===== src/rtl/cpu_pkg.sv =====
// Shared CPU definitions: 4-bit opcode constants and the fetch FSM state encoding.
package cpu_pkg;

  typedef enum logic [3:0] {
    OP_NOP   = 4'h0,
    OP_LOAD  = 4'h1,
    OP_STORE = 4'h2,
    OP_SET   = 4'h3,
    OP_ADD   = 4'h4,
    OP_SUB   = 4'h5,
    OP_BEQ   = 4'h6,
    OP_BNEQ  = 4'h7,
    OP_AND   = 4'h8,
    OP_OR    = 4'h9,
    OP_XOR   = 4'hA
  } opcode_e;

  typedef enum logic [1:0] {
    ST_IDLE  = 2'd0,
    ST_RUN   = 2'd1,
    ST_FLUSH = 2'd2
  } fetch_state_e;

endpackage


===== src/rtl/fetch_queue.sv =====
// Synchronous FIFO of {pc, inst} pairs; head entry is read straight from the storage registers.
module fetch_queue #(
  parameter int DEPTH = 2,
  parameter int W     = 24
) (
  input  logic                       clk,
  input  logic                       rst_n,
  input  logic                       i_push,
  input  logic                       i_pop,
  input  logic                       i_flush,
  input  logic [W-1:0]               i_wdata,
  output logic [W-1:0]               o_rdata,
  output logic                       o_full,
  output logic                       o_empty,
  output logic [$clog2(DEPTH):0]     o_count
);

  localparam int AW = $clog2(DEPTH);
  localparam int CW = AW + 1;
  localparam logic [CW-1:0] FULL_CNT = CW'(DEPTH);

  logic [W-1:0]  r_mem [DEPTH];
  logic [AW-1:0] r_wr_ptr;
  logic [AW-1:0] r_rd_ptr;
  logic [CW-1:0] r_count;

  // Pointers wrap naturally because DEPTH is a power of two.
  always_ff @(posedge clk or negedge rst_n) begin
    if (!rst_n) begin
      r_wr_ptr <= '0;
      r_rd_ptr <= '0;
      r_count  <= '0;
      for (int i = 0; i < DEPTH; i++) r_mem[i] <= '0;
    end else if (i_flush) begin
      r_wr_ptr <= '0;
      r_rd_ptr <= '0;
      r_count  <= '0;
    end else begin
      if (i_push) begin
        r_mem[r_wr_ptr] <= i_wdata;
        r_wr_ptr        <= r_wr_ptr + AW'(1);
      end
      if (i_pop) r_rd_ptr <= r_rd_ptr + AW'(1);
      r_count <= r_count + CW'(i_push) - CW'(i_pop);
    end
  end

  assign o_rdata = r_mem[r_rd_ptr];
  assign o_full  = (r_count == FULL_CNT);
  assign o_empty = (r_count == '0);
  assign o_count = r_count;

endmodule


===== src/rtl/inst_fetch.sv =====
// Instruction fetch: PC register driving a combinational ROM, feeding a small prefetch queue.
module inst_fetch
  import cpu_pkg::*;
#(
  parameter int ADDR_W = 8,
  parameter int INST_W = 16,
  parameter int QDEPTH = 2
) (
  input  logic                    clk,
  input  logic                    rst_n,
  output logic [ADDR_W-1:0]       rom_addr,
  input  logic [INST_W-1:0]       rom_inst,
  output logic                    out_valid,
  input  logic                    out_ready,
  output logic [INST_W-1:0]       out_inst,
  output logic [ADDR_W-1:0]       out_pc,
  input  logic                    redir_valid,
  input  logic [ADDR_W-1:0]       redir_pc,
  output logic [1:0]              dbg_state,
  output logic [$clog2(QDEPTH):0] dbg_count
);

  fetch_state_e             r_state;
  fetch_state_e             w_next_state;
  logic [ADDR_W-1:0]        r_pc;
  logic [ADDR_W-1:0]        w_next_pc;
  logic                     w_push;
  logic                     w_pop;
  logic                     w_flush;
  logic                     w_full;
  logic                     w_empty;
  logic [ADDR_W+INST_W-1:0] w_rdata;

  // Handshake: the head entry transfers exactly on a cycle with out_valid=1 and
  // out_ready=1; while out_ready=0 the head stays put and out_* remain stable.
  assign out_valid = !w_empty;
  assign w_pop     = out_valid && out_ready;

  always_ff @(posedge clk or negedge rst_n) begin
    if (!rst_n) begin
      r_state <= ST_IDLE;
      r_pc    <= '0;
    end else begin
      r_state <= w_next_state;
      r_pc    <= w_next_pc;
    end
  end

  // A redirect wins over everything, including a pending redirect in FLUSH.
  always_comb begin
    w_next_state = r_state;
    w_next_pc    = r_pc;
    w_push       = 1'b0;
    w_flush      = 1'b0;
    if (redir_valid) begin
      w_flush      = 1'b1;
      w_next_pc    = redir_pc;
      w_next_state = ST_FLUSH;
    end else begin
      case (r_state)
        ST_IDLE:  w_next_state = ST_RUN;
        ST_FLUSH: w_next_state = ST_RUN;
        ST_RUN: begin
          if (!w_full || w_pop) begin
            w_push    = 1'b1;
            w_next_pc = r_pc + ADDR_W'(1);
          end
        end
        default:  w_next_state = ST_IDLE;
      endcase
    end
  end

  fetch_queue #(
    .DEPTH (QDEPTH),
    .W     (ADDR_W + INST_W)
  ) u_queue (
    .clk     (clk),
    .rst_n   (rst_n),
    .i_push  (w_push),
    .i_pop   (w_pop),
    .i_flush (w_flush),
    .i_wdata ({r_pc, rom_inst}),
    .o_rdata (w_rdata),
    .o_full  (w_full),
    .o_empty (w_empty),
    .o_count (dbg_count)
  );

  assign rom_addr  = r_pc;
  assign out_pc    = w_rdata[ADDR_W+INST_W-1:INST_W];
  assign out_inst  = w_rdata[INST_W-1:0];
  assign dbg_state = r_state;

endmodule


===== config.mk =====
export PLATFORM = sky130hd
export DESIGN_NAME = inst_fetch
export DESIGN_NICKNAME = d
export VERILOG_FILES = /design/src/rtl/cpu_pkg.sv /design/src/rtl/fetch_queue.sv /design/src/rtl/inst_fetch.sv
export SDC_FILE = /design/constraint.sdc
export NUM_CORES = 1
export LEC_CHECK = 0
export CAP_MARGIN = 20
export CORE_MARGIN = 3
export CORE_UTILIZATION = 35
export DETAILED_ROUTE_END_ITERATION = 8
export GPL_ROUTABILITY_DRIVEN = 0
export SYNTH_ARGS = -nofsm -noshare
export SYNTH_HDL_FRONTEND = slang
export SYNTH_SLANG_ARGS = --single-unit

===== constraint.sdc =====
create_clock -name clk -period 5.25 [get_ports clk]
set_input_delay 1.05 -clock clk [delete_from_list [all_inputs] [get_ports clk]]
set_output_delay 1.05 -clock clk [all_outputs]
set_load 0.01 [all_outputs]

After elaboration in Yosys (flattened, before gate mapping)

Cells that the tools add are included.

Flip-flop bits (word level): 62
Bits of input ports: 28

Add/subtract/negate cells: 5
Magnitude comparators: 3
Equality and inequality tests: 4
Muxes and demuxes: 20
Bitwise operators: 3
Reduce and logical (&&, ||, !) cells: 14

Operator list:

| operator            | count |
|---|---|
| $mux 24             | 4 |
| $bwmux 48           | 1 |
| $demux 24 s1        | 1 |
| $mux 8              | 3 |
| $add 8x1->8 const B | 1 |
| $mux 1              | 8 |
| $reduce_bool 2->1   | 4 |
| $eq 2x2->1 const B  | 2 |
| $ge 2x2->1 const B  | 2 |
| $logic_not 2->1     | 2 |
| $mux 2              | 2 |
| $not 1->2           | 2 |
| $pmux 2 s2          | 1 |
| $reduce_and 2->1    | 2 |
| $add 1x1->1 const B | 2 |
| $add 2x1->2         | 1 |
| $eq 2x1->1 const B  | 1 |
| $logic_and 1x1->1   | 2 |
| $logic_not 1->1     | 2 |
| $lt 2x1->1 const B  | 1 |
| $ne 2x2->1 const B  | 1 |
| $reduce_or 2->1     | 1 |
| $sub 2x1->2         | 1 |
| $logic_or 1x1->1    | 1 |
| $not 1->1           | 1 |

Logic depth before layout (Yosys ltp)

Gate-level depths: netlist (run 1).

Depth in word-level cells: 10
Depth in mapped cells: 10
Gate-level depth less buffers: 9

Hierarchy

Synthesis (run 1) repeated with hierarchy kept, for this count alone.

Cells, all modules: 206
Area total of the unflattened synthesis: 2935.3 um2

By module, submodules not included:

| module      | times used | cells an instance | area an instance (um2) |
|---|---|---|---|
| fetch_queue | 1          | 146               | 2303.5 |
| inst_fetch  | 1          | 60                | 631.9 |

Worst setup path after synthesis (run 1)

OpenSTA, ideal clock, no wires.

Path type: input to register
From: in redir_valid
To: reg u_queue.r_count[1], in the netlist u_queue.o_count[1]
Arrival time: 2.490 ns
Required time: 5.118 ns
Setup slack: 2.629 ns
Stages on the path: 9
Cells stage by stage: buf_2 > clkbuf_1 > or2_2 > ha_1 > inv_1 > ha_1 > xor2_1 > xnor2_1 > nor2_1

Word-level cells in the longest chain between the ends: 4
Elaborated cells between the ends (all ways): 5
Classes of those cells: 2 x add/sub; 3 x mux

RTL lines:

| what                 | RTL line          | text |
|---|---|---|
| from (decl)          | inst_fetch.sv:17  | `input logic redir_valid,` |
| $mux 1               | inst_fetch.sv:55  | `if (redir_valid) begin` |
| $add 2x1->2          | fetch_queue.sv:44 | `r_count <= r_count + CW'(i_push) - CW'(i_pop);` |
| $sub 2x1->2          | fetch_queue.sv:44 |  |
| $mux 2 (*)           | fetch_queue.sv:34 | `end else if (i_flush) begin` |
| to (signal assigned) | fetch_queue.sv:44 |  |
| to (decl)            | fetch_queue.sv:25 | `logic [CW-1:0] r_count;` |

Every way passes the cells marked *; elsewhere a longest branch is shown, timed or not.
A chain may end at the register's enable or synchronous reset.

Worst setup path after layout (run 1)

From: reg u_queue.r_rd_ptr
To: out out_inst[1]

Word-level cells in the longest chain between the ends: 4

RTL lines:

| what                                        | RTL line          | text |
|---|---|---|
| from (decl)                                 | fetch_queue.sv:24 | `logic [AW-1:0] r_rd_ptr;` |
| from (signal assigned)                      | fetch_queue.sv:43 | `if (i_pop) r_rd_ptr <= r_rd_ptr + AW'(1);` |
| $not 1->2 (implied by the code)             | fetch_queue.sv:48 | `assign o_rdata = r_mem[r_rd_ptr];` |
| $mux 24 (implied by the code) (3 in series) | fetch_queue.sv:48 |  |
| to (decl)                                   | inst_fetch.sv:15  | `output logic [INST_W-1:0] out_inst,` |

Every way passes these cells. The select of a mux whose other input is x is not followed.

==> summary.md, run 1 <==
| Metric | Value |
|---|---|
| CP startpoint | `u_queue.r_rd_ptr` |
| CP required | `4.20 ns` |
| Setup_tns | `0 ns` |
| R2R setup slack | `between 3 and 4 ns` |
| Slowest cell on crit path | `dfrtp_1` |
| Synthesis Warnings | `0` |
| Die Ht | `between 90 and 100 um` |
| Slew Limit Fails | `0` |
| Startpoint Class | `register` |
| Unrepaired setup endpoints after global routing | `false` |
| Crit path buf inv count | `2` |
| Max-capacitance violation count | `0` |
| # setup viols final | `0` |
| Maximum vdd drop | `203.0 uV` |
| Status | `complete, no violations` |
| Tcrit/Tclk final | `0.6520` |
| Dpl hpwl | `approximately 4.1 mm` |
| ANT cells | `0` |
| Largest net degree at the start of global routing | `63` |
| CP Class | `reg -> out` |
| Die area | `approximately 0.0099 sq mm` |
| CTS Hold Buffers Added | `0` |
| Global-route usage over all layers | `0.1312` |
| Io pins | `65` |
| Logic gate share of total power | `0.376` |
| Sequential Power Share | `0.372` |
| Post-synth cell types | `31` |
| Clk_skew | `0.006957 ns` |
| Actual slew at the worst max-slew pin | `0.8339 ns` |
| Detailed Routing Iterations Pass 1 | `4` |
| Commonest non-fill, non-tap cell in the layout | `clkdlybuf4s50_1` |
| Post-Syn Area | `0.003057 sq mm` |
| Average size of a mapped cell | `14.70 sq um` |
| Worst path max stage delay | `0.89 ns` |
| Clk Tree Root Cell | `clkbuf_8` |
| Hold Path Class | `reg -> reg` |
| Power Density | `499.4 mW/mm^2` |
| Period minus WS final | `3.423 ns` |
| Critical Path AT | `between 2 and 2.5 ns` |
| CTS tree | `built` |
| Final net count | `~310` |
| H-Tree Depth | `3` |
| Die span in x | `99.45 um` |
| Synth Instances | `208` |
| Row count | `33` |
| Worst hold path startpoint | `dbg_state[1]` |
| PnR worst setup slack | `1.827 ns` |
| Commonest non-fill, non-tap cells in the layout | `clkdlybuf4s50_1 (63), dfrtp_1 (62), mux2_4 (40), mux2_2 (33), clkbuf_8 (10)` |
| Delay-heaviest family, CP | `flip-flops` |
| Number of global-route vias before repair | `1923` |
| Port bufs | `between 60 and 70` |
| Routed WL | `around 6.1 mm` |
| Global route total overflow | `0` |
| Sequential fraction of the synthesis area | `0.5076` |
| Leak | `1.745 nW` |
| Initial DRC Count | `32` |
| Switching pwr | `0.0005289 W` |
| Number of vias per cell | `4.774` |
| # Post-CTS Setup Buffers | `0` |
| Flops & latches, synth | `62` |
| Bufs on Longest Clock Path | `2` |
| Fmax | `292.1 MHz` |
| Reg-to-Reg Start | `u_queue.o_count[1]` |
| Pint | `approximately 0.0015 W` |
| Crit. End Element | `primary output` |
| Area Overhead vs Synth | `30.70%` |
| Initial antenna violation count | `0` |
| Detail Route Antenna Nets | `0` |
| Num Clock Sinks | `62` |
| Clk pwr share | `0.252` |
| Switching share of power | `0.2651` |
| Slew margin rel. | `0.4440` |
| Core area | `0.008341 sq mm` |
| Drt wl/cell | `15.81 um` |
| Pre-CTS setup slack | `1.922 ns` |
| Global-route wire length before repair | `approximately 10 mm` |
| Starting density of the core | `0.3665` |
| DR vias | `1838` |
| CP max FO | `18` |
| Syn nets | `239` |
| Ratio of cells with drive above 1 in the final layout | `0.3571` |
| TritonCTS Buffers | `9` |
| DR DRC count | `0` |
| Reg clk slew, reported paths | `0.07 ns` |
| Post-CTS sizing | `0` |
| Critical path cell sequence | `buf_4, mux2_2, clkdlybuf4s50_1` |
| Clk_lat worst skew | `0.34 ns` |
| Final hold viol count | `0` |
==> power by group through the flow <==
stage          Combinational (W)  Sequential, W  Clock, W
2_1_floorplan           0.000460       0.000707         0
3_3_place_gp            0.000752       0.000749         0
3_5_place_dp            0.000759       0.000751         0
4_1_cts                 0.000765       0.000744  0.000517
5_1_grt                 0.000807       0.000767  0.000536
6_report                0.000749       0.000742  0.000503
==> kinds of logic after synthesis <==
group / Yosys count / synth area share
fa+ha+maj: 3 / 0.01228
flops: 62 / 0.5076
mux: 76 / 0.3279
compound gates: 9 / 0.01760
simple gates: 37 / 0.07696
buf+inv: 13 / 0.03479
xor+xnor: 8 / 0.02292
==> final timing paths <==
check	end	cells past startpoint
min in group asynchronous	u_queue.r_mem[38]	2
worst max-delay path	out_inst[1]	3
max in group asynchronous	u_queue.r_mem[40]	2
worst min register to register	dbg_state[0]	1
worst max register to register	u_queue.r_mem[6]	5
worst min-delay path	dbg_state[0]	1
==> worst reg2reg max path, stage by stage (launching register included) <==
cell	delay (ns)
dfrtp_1	0.41
or3b_1	0.35
nand2_8	0.12
nor3b_4	0.49
buf_4	0.41
mux2_4	0.35
==> flip-flops by register name, indices dropped and copies added, names as in the netlist <==
signal	flops
u_queue.o_count	2
u_queue.r_rd_ptr	1
u_queue.r_mem	48
rom_addr	8
dbg_state	2
u_queue.r_wr_ptr	1
==> through the flow <==
stage	hold slack (ns)	total power, W	area (sq um)	cells	utilization
5_1_grt	0.5168	0.002110	3995	385	0.4790
2_1_floorplan	0.4750	0.001167	3057	208	-
4_1_cts	0.4800	0.002026	3995	385	0.4790
6_report	0.4752	0.001995	3995	385	0.4790
3_3_place_gp	0.4626	0.001502	3759	370	0.4506
3_5_place_dp	0.4680	0.001510	3759	370	0.4506
==> layer usage <==
layer / GRT usage / vias to the layer above / wire (um)
met5: 0 / - / 0
met4: 0.04727 / 0 / 61
met3: 0.04348 / 8 / 319
met2: 0.1834 / 52 / 2625
met1: 0.1891 / 904 / 3079
li1: - / 874 / -
==> cell usage after synthesis <==
master | count | area share
xnor2_1 | 3 | 0.0086
nand2_1 | 9 | 0.011
clkbuf_1 | 5 | 0.0061
nand2_8 | 1 | 0.0065
and2b_4 | 1 | 0.0033
nor2_1 | 3 | 0.0037
o31a_2 | 1 | 0.0033
mux2_2 | 33 | 0.12
mux2i_1 | 3 | 0.0098
nor2b_1 | 3 | 0.0061
o21ai_0 | 6 | 0.0098
a21oi_1 | 1 | 0.0016
and2_1 | 1 | 0.0020
nand2b_1 | 1 | 0.0020
and3_1 | 2 | 0.0041
inv_1 | 1 | 0.0012
or3b_1 | 1 | 0.0029
or2_2 | 2 | 0.0041
ha_1 | 3 | 0.012
nor3_4 | 1 | 0.0053
buf_12 | 2 | 0.013
nor4_1 | 3 | 0.0061
dfrtp_1 | 62 | 0.51
nand4_1 | 1 | 0.0020
o31a_1 | 1 | 0.0029
mux2_4 | 40 | 0.20
nor3b_4 | 1 | 0.0061
nand3_1 | 7 | 0.011
buf_6 | 3 | 0.011
xor2_1 | 5 | 0.014
buf_2 | 2 | 0.0033
==> area by class of cell <==
class / count / area (sq um)
clock inverters: 4 / 95.09
flip-flops and latches: 62 / 1551
inverters: 1 / 3.754
fillers: 763 / 4345
well taps: 105 / 131.4
clock buffers: 11 / 141.4
repair buffers: 69 / 673.1
multi-input cells: 133 / 1399
No activity file was read; power rests on OpenSTA's default activity.
==> run 2, diff against run 1 <==
- clock period: 5.25 -> 3.2 ns (I/O delays scaled with it)
==> run 2 against run 1 <==
Net effect:
- utilization is 0.33 points lower
- cell count is 0.78% higher
- combinational power is 70% higher
- global-route usage is 0.52 points higher
- sequential cell count stayed put
- wire length is 1.6% higher
- sequential share of layout area is 0.27 points higher
- count of clock-buffer cells in the layout is 4 higher
- power is 56% higher
==> summary.md, run 2 (same netlist as run 1, synthesis figures left out) <==
| Metric | Value |
|---|---|
| Status | `complete, no violations` |
| Die area | `0.009890 sq mm (unchanged)` |
| Number of vias per cell | `4.763 (-0.23%)` |
| Largest net degree at the start of global routing | `63 (unchanged)` |
| Reg clk slew, reported paths | `0.07 ns (about the same)` |
| Drt wl/cell | `15.94 um (+0.84%)` |
| Fin area | `0.003968 sq mm (-0.69%)` |
| Slew Limit Fails | `0 (unchanged)` |
| Period minus WS final | `2.422 ns` |
| Slew margin rel. | `0.4726 (+0.02854)` |
| Maximum vdd drop | `279.6 uV (+38%)` |
| CP max FO | `16 (-2)` |
| Max FFs per register | `48 (unchanged)` |
| Global-route usage over all layers | `0.1364 (+0.005158)` |
| Area Overhead vs Synth | `29.80%` |
| Ratio of cells with drive above 1 in the final layout | `0.3604 (+0.003281)` |
| CP required | `2.56 ns (-1.64 ns)` |
| Detail Route Antenna Nets | `0 (unchanged)` |
| # Post-CTS Setup Buffers | `0 (unchanged)` |
| Initial DRC Count | `37 (+16%)` |
| Commonest non-fill, non-tap cells in the layout | `clkdlybuf4s50_1 (63), dfrtp_1 (62), mux2_4 (40), mux2_2 (33), clkbuf_8 (13)` |
| Clk pwr share | `0.209 (-0.043)` |
| Final hold viol count | `0 (unchanged)` |
| DR vias | `1848 (+0.54%)` |
| Hold Path Class | `reg -> reg` |
| TritonCTS Buffers | `9 (unchanged)` |
| Initial antenna violation count | `0 (unchanged)` |
| Tcrit/Tclk final | `0.7567` |
| Leak | `1.738 nW (-0.43%)` |
| Actual slew at the worst max-slew pin | `0.7911 ns (-0.04280 ns)` |
| Number of global-route vias before repair | `1957 (+1.8%)` |
| Num Clock Sinks | `62 (unchanged)` |
| Sequential Power Share | `0.382 (+0.010)` |
| Row count | `33 (unchanged)` |
| Final net count | `310 (+0.98%)` |
| Global-route wire length before repair | `10.46 mm (+4.3%)` |
| Commonest non-fill, non-tap cell in the layout | `clkdlybuf4s50_1` |
| Routed WL | `6.184 mm (+1.6%)` |
| Reg with most FFs | `u_queue.r_mem` |
| Power Density | `782.5 mW/mm^2 (+57%)` |
| Clk_lat worst skew | `0.33 ns (about the same)` |
| Core area | `0.008341 sq mm (unchanged)` |
| Bufs on Longest Clock Path | `2 (unchanged)` |
| Io pins | `65 (unchanged)` |
| Starting density of the core | `0.3665 (unchanged)` |
| CTS Hold Buffers Added | `0 (unchanged)` |
| H-Tree Depth | `3 (unchanged)` |
| CP Class | `reg -> out` |
| Setup_tns | `0 ns (unchanged)` |
| # setup viols final | `0 (unchanged)` |
| Die Ht | `99.45 um (unchanged)` |
| Global route total overflow | `0 (unchanged)` |
| Startpoint Class | `register` |
| Post-CTS sizing | `0 (unchanged)` |
| Port bufs | `64 (unchanged)` |
| Pint | `0.002243 W (+53%)` |
| Clk Tree Root Cell | `clkbuf_8` |
| Reg2reg path depth | `9 (+4)` |
| Switching pwr | `0.0008614 W (+63%)` |
| Critical Path AT | `1.78 ns (-0.59 ns)` |
| DR DRC count | `0 (unchanged)` |
| Die span in x | `99.45 um (unchanged)` |
| Logic gate share of total power | `0.409 (+0.033)` |
| Max-capacitance violation count | `0 (unchanged)` |
| Switching share of power | `0.2775 (+0.01237)` |
| Fmax | `about 410 MHz` |
| Unrepaired setup endpoints after global routing | `false` |
| Dpl hpwl | `4.195 mm (+2.4%)` |
| ANT cells | `0 (unchanged)` |
| Crit. End Element | `primary output` |
| Hold depth | `1 (unchanged)` |
| CTS tree | `built` |
| Detailed Routing Iterations Pass 1 | `4 (unchanged)` |
| Clk_skew | `0.008207 ns (+0.001250 ns)` |
| Post-place instance area | `0.003781 sq mm (+0.60%)` |
[run 2: cell count changes in the layout (fill, tap and decap cells not counted), sizes merged]
| cell | change |
|---|---|
| clkbuf | +4 |
| buf | +3 |
| bufinv | -3 |
| clkinv | -1 |
[run 2: power by group through the flow]
stage                     clock, W  combinational, W  sequential, W
final                     0.000649           0.00127        0.00119
after CTS                 0.000668           0.00129        0.00119
after floorplan                  0          0.000755        0.00116
after detailed placement         0           0.00128        0.00120
after global placement           0           0.00128        0.00119
after global routing      0.000703           0.00136        0.00123
[run 2: worst paths after layout]
| check | startpoint | end | slack (ns) |
|---|---|---|---|
| max | u_queue.r_rd_ptr | out_pc[1] | 0.78 |
| min | dbg_state[1] | dbg_state[0] | 0.47 |
| max reg2reg | u_queue.o_count[1] | u_queue.o_count[1] | 1.09 |
| min reg2reg | dbg_state[1] | dbg_state[0] | 0.47 |
| max in group asynchronous | rst_n | u_queue.r_mem[45] | 2.19 |
| min in group asynchronous | rst_n | u_queue.r_mem[12] | 0.48 |
[run 2: layout make-up]
type,instances,area (sq um)
Clock buffer,15,186.4
Fill cell,763,4373
Inverter,1,3.754
Multi-Input combinational cell,133,1399
Sequential cell,62,1551
Tap cell,105,131.4
Timing Repair Buffer,72,695.7
[run 2: routing by layer]
layer | GRT usage | wire length, um | up-vias
li1 | - | - | 871
met1 | 0.1936 | 3056 | 922
met2 | 0.1885 | 2659 | 49
met3 | 0.06662 | 413 | 6
met4 | 0.02836 | 55 | 0
met5 | 0 | 0 | -
[run 2: critical path: stages, from the launching register on]
cell	delay [ns]
dfrtp_1	0.34
buf_4	0.25
mux2_2	0.36
clkdlybuf4s50_1	0.50
[run 2: through the flow]
stage               utilization  hold WS, ns  setup slack (ns)  instances  total power [W]
global route             0.4757       0.5049            0.6960        388         0.003295
detailed placement       0.4533       0.4639            0.4392        373         0.002485
CTS                      0.4757       0.4757            0.7390        388         0.003150
finish                   0.4757       0.4690            0.7784        388         0.003105
global placement         0.4533       0.4653            0.4673        373         0.002473
floorplan                     -       0.3444            0.9889        208         0.001914
==> run 3, diff against run 2 <==
- clock period: 3.2 -> 2.1 ns (I/O delays scaled with it)
==> run 3 against run 2 <==
Net effect:
- register-to-register slack worse by 0.95 ns
- power increased by 49%
- non-clock buffer count up 7
- critical path depth is the same
- first-iteration DRC count grew 43%
- cell count rose by 2.1%
- combinational power up 41%
- wire length decreased by 0.53%
- worst hold slack improved by 0.022 ns
- clock skew rose by 0.0020 ns
- via count grew 0.38%
==> summary.md, run 3 (same netlist as run 1, synthesis figures left out) <==
| Metric | Value |
|---|---|
| Io pins | `65 (unchanged)` |
| Clk Tree Root Cell | `clkbuf_8` |
| Total power | `0.004640 W (+49%)` |
| Final net count | `317 (+2.3%)` |
| Slew Limit Fails | `0 (unchanged)` |
| Slew margin rel. | `0.7959 (+0.3233)` |
| R2R setup slack | `0.14 ns (-0.95 ns)` |
| Hold depth | `1 (unchanged)` |
| CP required | `1.68 ns (-0.88 ns)` |
| Die span in x | `99.45 um (unchanged)` |
| Maximum vdd drop | `572.3 uV (+100%)` |
| Hold path endpoint | `dbg_state[0]` |
| Max-capacitance violation count | `0 (unchanged)` |
| Final hold viol count | `0 (unchanged)` |
| CTS tree | `built` |
| Drt wl/cell | `15.53 um (-2.5%)` |
| Detailed Routing Iterations Pass 1 | `4 (unchanged)` |
| Pre-CTS setup slack | `-0.2991 ns (-0.7383 ns)` |
| Clk_lat worst skew | `0.34 ns (about the same)` |
| Period minus WS final | `2.004 ns` |
| Fmax | `between 400 and 500 MHz` |
| H-Tree Depth | `3 (unchanged)` |
| Clk_skew | `0.01024 ns (+0.002037 ns)` |
| Commonest non-fill, non-tap cell in the layout | `dfrtp_1` |
| # Post-CTS Setup Buffers | `0 (unchanged)` |
| Core area | `0.008341 sq mm (unchanged)` |
| # setup viols final | `0 (unchanged)` |
| Power Density | `1143 mW/mm^2 (+46%)` |
| Initial antenna violation count | `0 (unchanged)` |
| TritonCTS Buffers | `9 (unchanged)` |
| Detail Route Antenna Nets | `0 (unchanged)` |
| Reg with most FFs | `u_queue.r_mem` |
| Initial DRC Count | `53 (+43%)` |
| Reg-to-Reg Start | `dbg_state[1]` |
| Starting density of the core | `0.3665 (unchanged)` |
| CP Class | `reg -> out` |
| Bufs on Longest Clock Path | `2 (unchanged)` |
| Largest net degree at the start of global routing | `26 (-59%)` |
| Global-route wire length before repair | `10.18 mm (-2.7%)` |
| DR vias | `1855 (+0.38%)` |
| Row count | `33 (unchanged)` |
| Ratio of cells with drive above 1 in the final layout | `0.3814 (+0.02102)` |
| Max FFs per register | `48 (unchanged)` |
| Dpl hpwl | `4.255 mm (+1.4%)` |
| Number of global-route vias before repair | `1961 (+0.20%)` |
| Global-route usage over all layers | `0.1342 (-0.002195)` |
| Critical Path AT | `1.58 ns (-0.20 ns)` |
| CP max FO | `22 (+6)` |
| Reg2reg path depth | `9 (unchanged)` |
| Global route total overflow | `0 (unchanged)` |
| ANT cells | `0 (unchanged)` |
| Num Clock Sinks | `62 (unchanged)` |
| Minimum hold slack | `0.4911 ns (+0.02219 ns)` |
| Die area | `0.009890 sq mm (unchanged)` |
| Number of vias per cell | `4.684 (-1.6%)` |
| Area Overhead vs Synth | `32.79%` |
| Hold Path Class | `reg -> reg` |
| Die Ht | `99.45 um (unchanged)` |
| Unrepaired setup endpoints after global routing | `false` |
| Leak | `1.829 nW (+5.2%)` |
| Crit. End Element | `primary output` |
| Worst hold path startpoint | `dbg_state[1]` |
| Utilization after layout | `0.4866 (+0.01095)` |
| Startpoint Class | `register` |
| Reg clk slew, reported paths | `0.06 ns (about the same)` |
| Commonest non-fill, non-tap cells in the layout | `dfrtp_1 (62), mux2_4 (40), clkdlybuf4s50_1 (39), mux2_2 (33), dlygate4sd2_1 (24)` |
| Worst reg2reg path endpoint | `u_queue.o_count[1]` |
| Tcrit/Tclk final | `0.9542` |
| PnR worst setup slack | `0.09621 ns (-0.6822 ns)` |
| Port bufs | `64 (unchanged)` |
| Status | `complete, no violations` |
| Routed WL | `6.151 mm (-0.53%)` |
| Actual slew at the worst max-slew pin | `0.3062 ns (-0.4850 ns)` |
| DR DRC count | `0 (unchanged)` |
==> run 3: power by group <==
part	leakage [nW]	switching (W)	internal, W
combinational	0.966	0.000641	0.00115
sequential	0.767	0.000239	0.00157
clock	0.0955	0.000460	0.000580
==> run 3: worst max path at each step <==
stage	from	endpoint	slack, ns	depth (start not counted)
finish	u_queue.r_rd_ptr	out_inst[8]	0.1	3
detailed placement	out_ready	u_queue.o_count[1]	-0.30	10
CTS	u_queue.r_rd_ptr	out_pc[0]	0.06	3
global route	dbg_state[1]	u_queue.o_count[1]	0.02	9
global placement	out_ready	u_queue.o_count[1]	-0.25	10
floorplan	u_queue.o_count[0]	u_queue.o_count[1]	0.09	10
==> run 3: critical path: stages, from the launching register on <==
cell	delay (ns)
dfrtp_1	0.40
buf_12	0.20
mux2_2	0.36
dlygate4sd2_1	0.28
==> run 3: routing by layer <==
metal	track usage	share of wire	vias to the layer above	wire (um)
met5	0	0	-	0
li1	-	-	896	-
met3	0.05259	0.054	3	331
met2	0.1978	0.45	52	2775
met1	0.1851	0.49	904	3008
met4	0.03466	0.0059	0	36
==> run 3: cell type report <==
| cell class | instances | area, sq um |
|---|---|---|
| repair buffers | 79 | 770.7 |
| inverters | 1 | 3.754 |
| well taps | 105 | 131.4 |
| clock inverters | 5 | 58.81 |
| fillers | 761 | 4282 |
| clock buffers | 11 | 141.4 |
| multi-input cells | 133 | 1401 |
| flip-flops and latches | 62 | 1551 |
==> run 3: stage by stage <==
stage,setup TNS (ns),area [sq um],cells
2_1_floorplan,0,3057,208
3_3_place_gp,-6.710,3876,379
3_5_place_dp,-8.139,3876,379
4_1_cts,0,4056,396
5_1_grt,0,4059,396
6_report,0,4059,396
==> run 3: timing repair <==
action,CTS,global route
hold buffers,1,0
gates resized for setup,24,1
setup endpoints to repair,24,1
pin swaps,0,0
hold endpoints to repair,9,0
